### config.mk
export PLATFORM = sky130hd
export DESIGN_NAME = ring_rr_arbiter_flat
export DESIGN_NICKNAME = d
export VERILOG_FILES = /design/src/rtl/ring_rr_arbiter_if.sv /design/src/rtl/ring_rr_arbiter.sv /design/src/flat_wrapper.sv
export SDC_FILE = /design/constraint.sdc
export NUM_CORES = 1
export LEC_CHECK = 0
export BUFFER_PORTS_ARGS = -buffer_cell sky130_fd_sc_hd__buf_2
export CAP_MARGIN = 20
export CORE_MARGIN = 2
export CORE_UTILIZATION = 45
export CTS_CLUSTER_DIAMETER = 100
export CTS_CLUSTER_SIZE = 8
export DETAILED_ROUTE_END_ITERATION = 12
export GPL_TIMING_DRIVEN = 0
export PLACE_DENSITY = 0.79
export SYNTH_ARGS = -nofsm -noshare
export SYNTH_HDL_FRONTEND = slang
export SYNTH_SLANG_ARGS = --single-unit
### constraint.sdc
create_clock -name clk -period 2.6 [get_ports clk]
set_clock_uncertainty 0.15 [all_clocks]
set_input_delay 0.39 -clock clk [delete_from_list [all_inputs] [get_ports clk]]
set_output_delay 0.39 -clock clk [all_outputs]
set_load 0.1 [all_outputs]
### src/rtl/ring_rr_arbiter_if.sv
// ring_rr_arbiter_if: request/grant bundle between requesters (master) and the round-robin arbiter (slave)
interface ring_rr_arbiter_if #(parameter int N = 6) ();
  localparam int IW = $clog2(N);
  logic [N-1:0]  req;
  logic [N-1:0]  gnt;
  logic          gnt_valid;
  logic [IW-1:0] gnt_idx;
  logic [N-1:0]  ptr;
  logic          preempt;
  modport master (output req, input gnt, gnt_valid, gnt_idx, ptr, preempt);
  modport slave  (input req, output gnt, gnt_valid, gnt_idx, ptr, preempt);
endinterface

### src/rtl/ring_rr_arbiter.sv
// ring_rr_arbiter: registered round-robin arbiter with a rotating one-hot priority token
// Optional hold limit with forced rotation: define RING_RR_ARBITER_TIMEOUT_EN.
module ring_rr_arbiter #(
  parameter int N        = 6,
  parameter int HOLD_MAX = 8
) (
  input logic              clk,
  input logic              reset,
  ring_rr_arbiter_if.slave arb
);
  localparam int IW = $clog2(N);
  if (N < 2 || N > 16 || HOLD_MAX < 2 || HOLD_MAX > 255) begin : g_bad_cfg
    $error("ring_rr_arbiter: N or HOLD_MAX out of range");
  end
  typedef enum logic {IDLE, OWNED} state_t;
  state_t          r_state, w_nstate;
  logic [N-1:0]    r_gnt, r_ptr, w_oh;
  logic [IW-1:0]   r_idx, w_win;
  logic            r_valid;
  logic [2*N-1:0]  w_dbl;
  logic            w_hold, w_other, w_rel, w_load, w_to;
  // upper copy of req covers the wrap-around part of the scan
  always_comb begin
    w_dbl = {arb.req, arb.req & ~(r_ptr - N'(1))};
    w_win = '0;
    for (int j = 2*N-1; j >= 0; j--)
      if (w_dbl[j]) w_win = IW'(j >= N ? j - N : j);
  end
  assign w_oh    = N'(1) << w_win;
  assign w_hold  = r_valid & arb.req[r_idx];
  assign w_other = |(arb.req & ~r_gnt);
  always_comb begin
    w_rel    = ~w_hold;
    w_load   = w_rel ? |arb.req : w_to;
    w_nstate = (w_load || !w_rel) ? OWNED : IDLE;
  end
  always_ff @(posedge clk) begin
    if (reset) r_state <= IDLE;
    else       r_state <= w_nstate;
  end
  always_ff @(posedge clk) begin
    if (reset) begin
      r_gnt   <= '0;
      r_idx   <= '0;
      r_ptr   <= N'(1);
      r_valid <= 1'b0;
    end else begin
      r_valid <= w_nstate == OWNED;
      if (w_load) begin
        r_gnt <= w_oh;
        r_idx <= w_win;
        r_ptr <= {w_oh[N-2:0], w_oh[N-1]};
      end else if (w_nstate == IDLE) begin
        r_gnt <= '0;
        r_idx <= '0;
      end
    end
  end
`ifdef RING_RR_ARBITER_TIMEOUT_EN
  localparam logic [7:0] HMAX1 = 8'(HOLD_MAX - 1);
  logic [7:0] r_cnt;
  logic       r_pre;
  assign w_to = (r_cnt == HMAX1) && w_other;
  always_ff @(posedge clk) begin
    if (reset) begin
      r_cnt <= '0;
      r_pre <= 1'b0;
    end else begin
      r_cnt <= w_load ? 8'd0 : (r_valid && r_cnt != HMAX1) ? r_cnt + 8'd1 : r_cnt;
      r_pre <= w_hold & w_to;
    end
  end
  assign arb.preempt = r_pre;
`else
  assign w_to        = 1'b0;
  assign arb.preempt = 1'b0;
`endif
  assign arb.gnt       = r_gnt;
  assign arb.gnt_valid = r_valid;
  assign arb.gnt_idx   = r_idx;
  assign arb.ptr       = r_ptr;
  logic w_unused;
  assign w_unused = w_other;
endmodule

### src/flat_wrapper.sv
// flat-port wrapper written by rule: the top's interface ports become plain ports
module ring_rr_arbiter_flat 
#(
  parameter int N        = 6,
  parameter int HOLD_MAX = 8
)
  (clk, reset, arb_req, arb_gnt, arb_gnt_valid, arb_gnt_idx, arb_ptr, arb_preempt);
  ring_rr_arbiter_if #(.N(N)) arb_i ();
  input logic clk;
  input logic reset;
  input wire logic [$bits(arb_i.req)-1:0] arb_req;
  output wire logic [$bits(arb_i.gnt)-1:0] arb_gnt;
  output wire logic [$bits(arb_i.gnt_valid)-1:0] arb_gnt_valid;
  output wire logic [$bits(arb_i.gnt_idx)-1:0] arb_gnt_idx;
  output wire logic [$bits(arb_i.ptr)-1:0] arb_ptr;
  output wire logic [$bits(arb_i.preempt)-1:0] arb_preempt;
  assign arb_i.req = arb_req;
  assign arb_gnt = arb_i.gnt;
  assign arb_gnt_valid = arb_i.gnt_valid;
  assign arb_gnt_idx = arb_i.gnt_idx;
  assign arb_ptr = arb_i.ptr;
  assign arb_preempt = arb_i.preempt;
  ring_rr_arbiter #(.N(N), .HOLD_MAX(HOLD_MAX)) u_core (.clk(clk), .reset(reset), .arb(arb_i));
endmodule
==> reports/qor.csv <==
metric,value,unit
Critical Path AT,2.52,ns
crit path from,u_core.arb.ptr[0]$_SDFFE_PP1P_,
clock slew at reported path FFs,0.08,ns
clk root buf,clkbuf_4,
All-Layer GR Usage,0.185,
Post-Synthesis Cell Area,903,um2
Multi-input gate area,566,um2
Synth Flop Type,dfxtp_1,
critical path depth in cells,7,
post-route cell area,1110,um2
Peak VDD IR,0.740,mV
"FF+latch count, synth",16,
post-synthesis simple-gate area fraction,0.280,
"Cell Chain, Critical Path","buf_4, or4_1, and3_4, or3_4, a211oi_4, or2b_1, a2bb2o_4",
final worst path period share,0.958,
first-pass GRT wire length,3.55,mm
CTS tree,yes,
Post-Syn Instances,102,
TritonCTS Buffers,3,
post-synthesis compound-gate area fraction,0.255,
Die Y,48.8,um
initial antenna violation count,0,
Post-synth EDFFs,0,
worst min path class,input pin to flop,
pwr dens,1360,nW/um2
Syn Area/Cell,8.86,um2
Iteration-0 DRC Markers,16,
IO Port Bufs,23,
CP Launch Type,flop,
Max Slew Vio Count,0,
critical path capture point type,flop,
Adder-Cell Fraction of Synth Area,0.0139,
placed cell count,152,
Worst-Skew Late Latency,0.28,ns
clk buf depth,2,
vias in the first global route,789,
Pwr Total,1510,uW
status,completed,
Post-Synth XOR/XNOR Area,0.0194,
WL/cell,13.0,um
Bufs and invs on worst path,1,
vias per cell,5.62,
clock sink count,16,
worst hold slack,0.205,ns
fill count,197,
worst reg2reg setup slack,0.11,ns
synth unique cells,42,
RSZ-0062 raised after global routing,false,
"Max FO, Critical Path",5,
routability cong.,0.787,
hold_buf cts,0,
fraction of synthesized area in multiplexers,0.0443,
reg-to-reg endpoint,u_core.arb.gnt[0]$_SDFFE_PP0P_,
Die W,48.8,um
Syn. warnings,0,
Reg area,334,um2
fmax,401,MHz
Routed WL,2.05,mm
reg2reg start,u_core.arb.ptr[0]$_SDFFE_PP1P_,
Cell Rows,16,
Final Net Count,141,
DP HPWL,1.61,mm
DR DRC count,0,
relative slew slack,0.569,
total grt overflow,0,
Max-Cap Viols,0,
CP max-delay cell,or4_1,
"CP delay by family, top",simple AND/OR/NAND/NOR gates,
Post-Route Setup TNS,0,ns
core area,1920,um2
final hold violations,0,
die footprint,2380,um2
Post-Place Cell Area,1070,um2
Ports,25,
largest net degree at the start of global routing,9,
Critical Path RT,2.63,ns
# diodes,0,
final setup fails,0,
Area growth syn-to-layout,23.1,%
worst-margin pin slew,0.642,ns
Initial Util,0.470,
First-pass DRT Iterations,4,
CP max stage delay,0.49,ns
share of cells above drive strength 1,0.346,
sequential area share after synthesis,0.355,
Crit Path Class,flop to flop,
Critical Path End,u_core.arb.gnt[0]$_SDFFE_PP0P_,
Lkg Pwr,0.000485,uW
min cycle time layout,2.49,ns
largest family of logic cells by synthesized area,simple AND/OR/NAND/NOR gates,
"Async S/R FF share, synth",0,
Via Count,883,
R2R cell count,7,
Final ANT Viol Nets,0,
Synthesized Nets,111,
Post-Layout Cell Count,157,
H-Tree Depth,1,
worst min-delay path by stage:
stage                                   start                                  to  slack (ns)  cells after the start
2_1_floorplan                           reset  u_core.arb.gnt_idx[0]$_SDFFE_PP0P_        0.30                      1
5_1_grt                                 reset  u_core.arb.gnt_idx[2]$_SDFFE_PP0P_        0.22                      2
3_5_place_dp   u_core.arb.gnt[4]$_SDFFE_PP0P_      u_core.arb.gnt[4]$_SDFFE_PP0P_        0.29                      2
3_3_place_gp   u_core.arb.gnt[4]$_SDFFE_PP0P_      u_core.arb.gnt[4]$_SDFFE_PP0P_        0.29                      2
6_report                                reset  u_core.arb.gnt_idx[2]$_SDFFE_PP0P_        0.20                      2
4_1_cts                                 reset  u_core.arb.gnt_idx[2]$_SDFFE_PP0P_        0.20                      2
flip-flops by register name (all words and copies together) (netlist names):
signal                count
u_core.arb.ptr            6
u_core.arb.gnt_valid      1
u_core.arb.gnt_idx        3
u_core.arb.gnt            6
timing repair:
| item | CTS | global route |
|---|---|---|
| setup buffers | 0 | 2 |
| resized for setup | 0 | 2 |
| endpoints found under the setup margin | 0 | 5 |
cells in the mapped netlist (2+ instances only):
cell,instances,area (um2)
nand2_1,14,52.6
nand2b_1,3,18.8
nor3_1,3,15.0
a21oi_1,3,15.0
nor4_1,2,12.5
xnor2_1,2,17.5
mux2i_1,4,40.0
o31ai_1,2,15.0
o32ai_1,2,17.5
nor2_1,10,37.5
a32o_1,4,40.0
a22o_1,3,26.3
or4_1,2,15.0
dfxtp_1,16,320
inv_1,5,18.8
power by group:
group / internal, uW / switching, uW
Clock: 53.7 / 70.0
Sequential: 321 / 68.3
Combinational: 260 / 742
layout by cell type (no fill, tap or decap), types with 2 or more instances in the layout:
cell type  count
nand2_1       14
a21oi_1        3
dfxtp_1        9
buf_2         23
dfxtp_2        5
mux2i_1        3
inv_1          5
nor2_1        10
nor3_1         2
o32ai_1        2
nand2b_1       3
a32o_1         4
buf_4          3
dfxtp_4        2
or4_1          2
clkbuf_4       3
xnor2_1        2
nor4_1         2
a22o_1         3
o31ai_1        2
routing by layer:
metal,vias up,track usage,share of wire
met2,26,0.285,0.47
met4,0,0.0714,0.0073
met5,-,0,0
met3,4,0.0245,0.049
met1,409,0.264,0.48
li1,444,-,-
per-stage QoR:
step / worst slack (ns) / utilization
5_1_grt: 0.0116 / 0.579
2_1_floorplan: -0.0353 / -
6_report: 0.109 / 0.579
3_3_place_gp: 0.114 / 0.555
4_1_cts: 0.0808 / 0.566
3_5_place_dp: 0.0989 / 0.555
layout make-up:
type,count,area share
plain buffers,1,0.00675
clock buffers,3,0.0202
inverters,5,0.0169
multi-input cells,80,0.508
flip-flops and latches,16,0.300
well taps,27,0.0304
repair buffers,25,0.117
cell families (layout without fill, tap and decap cells):
kind of cell | Yosys count | after routing
buf+inv | 6 | 34
mux | 4 | 4
fa+ha+maj | 1 | 1
simple gates | 46 | 46
other cells | 1 | 1
xor+xnor | 2 | 2
compound gates | 26 | 26
flops | 16 | 16
(Power assumes the default switching activity.)
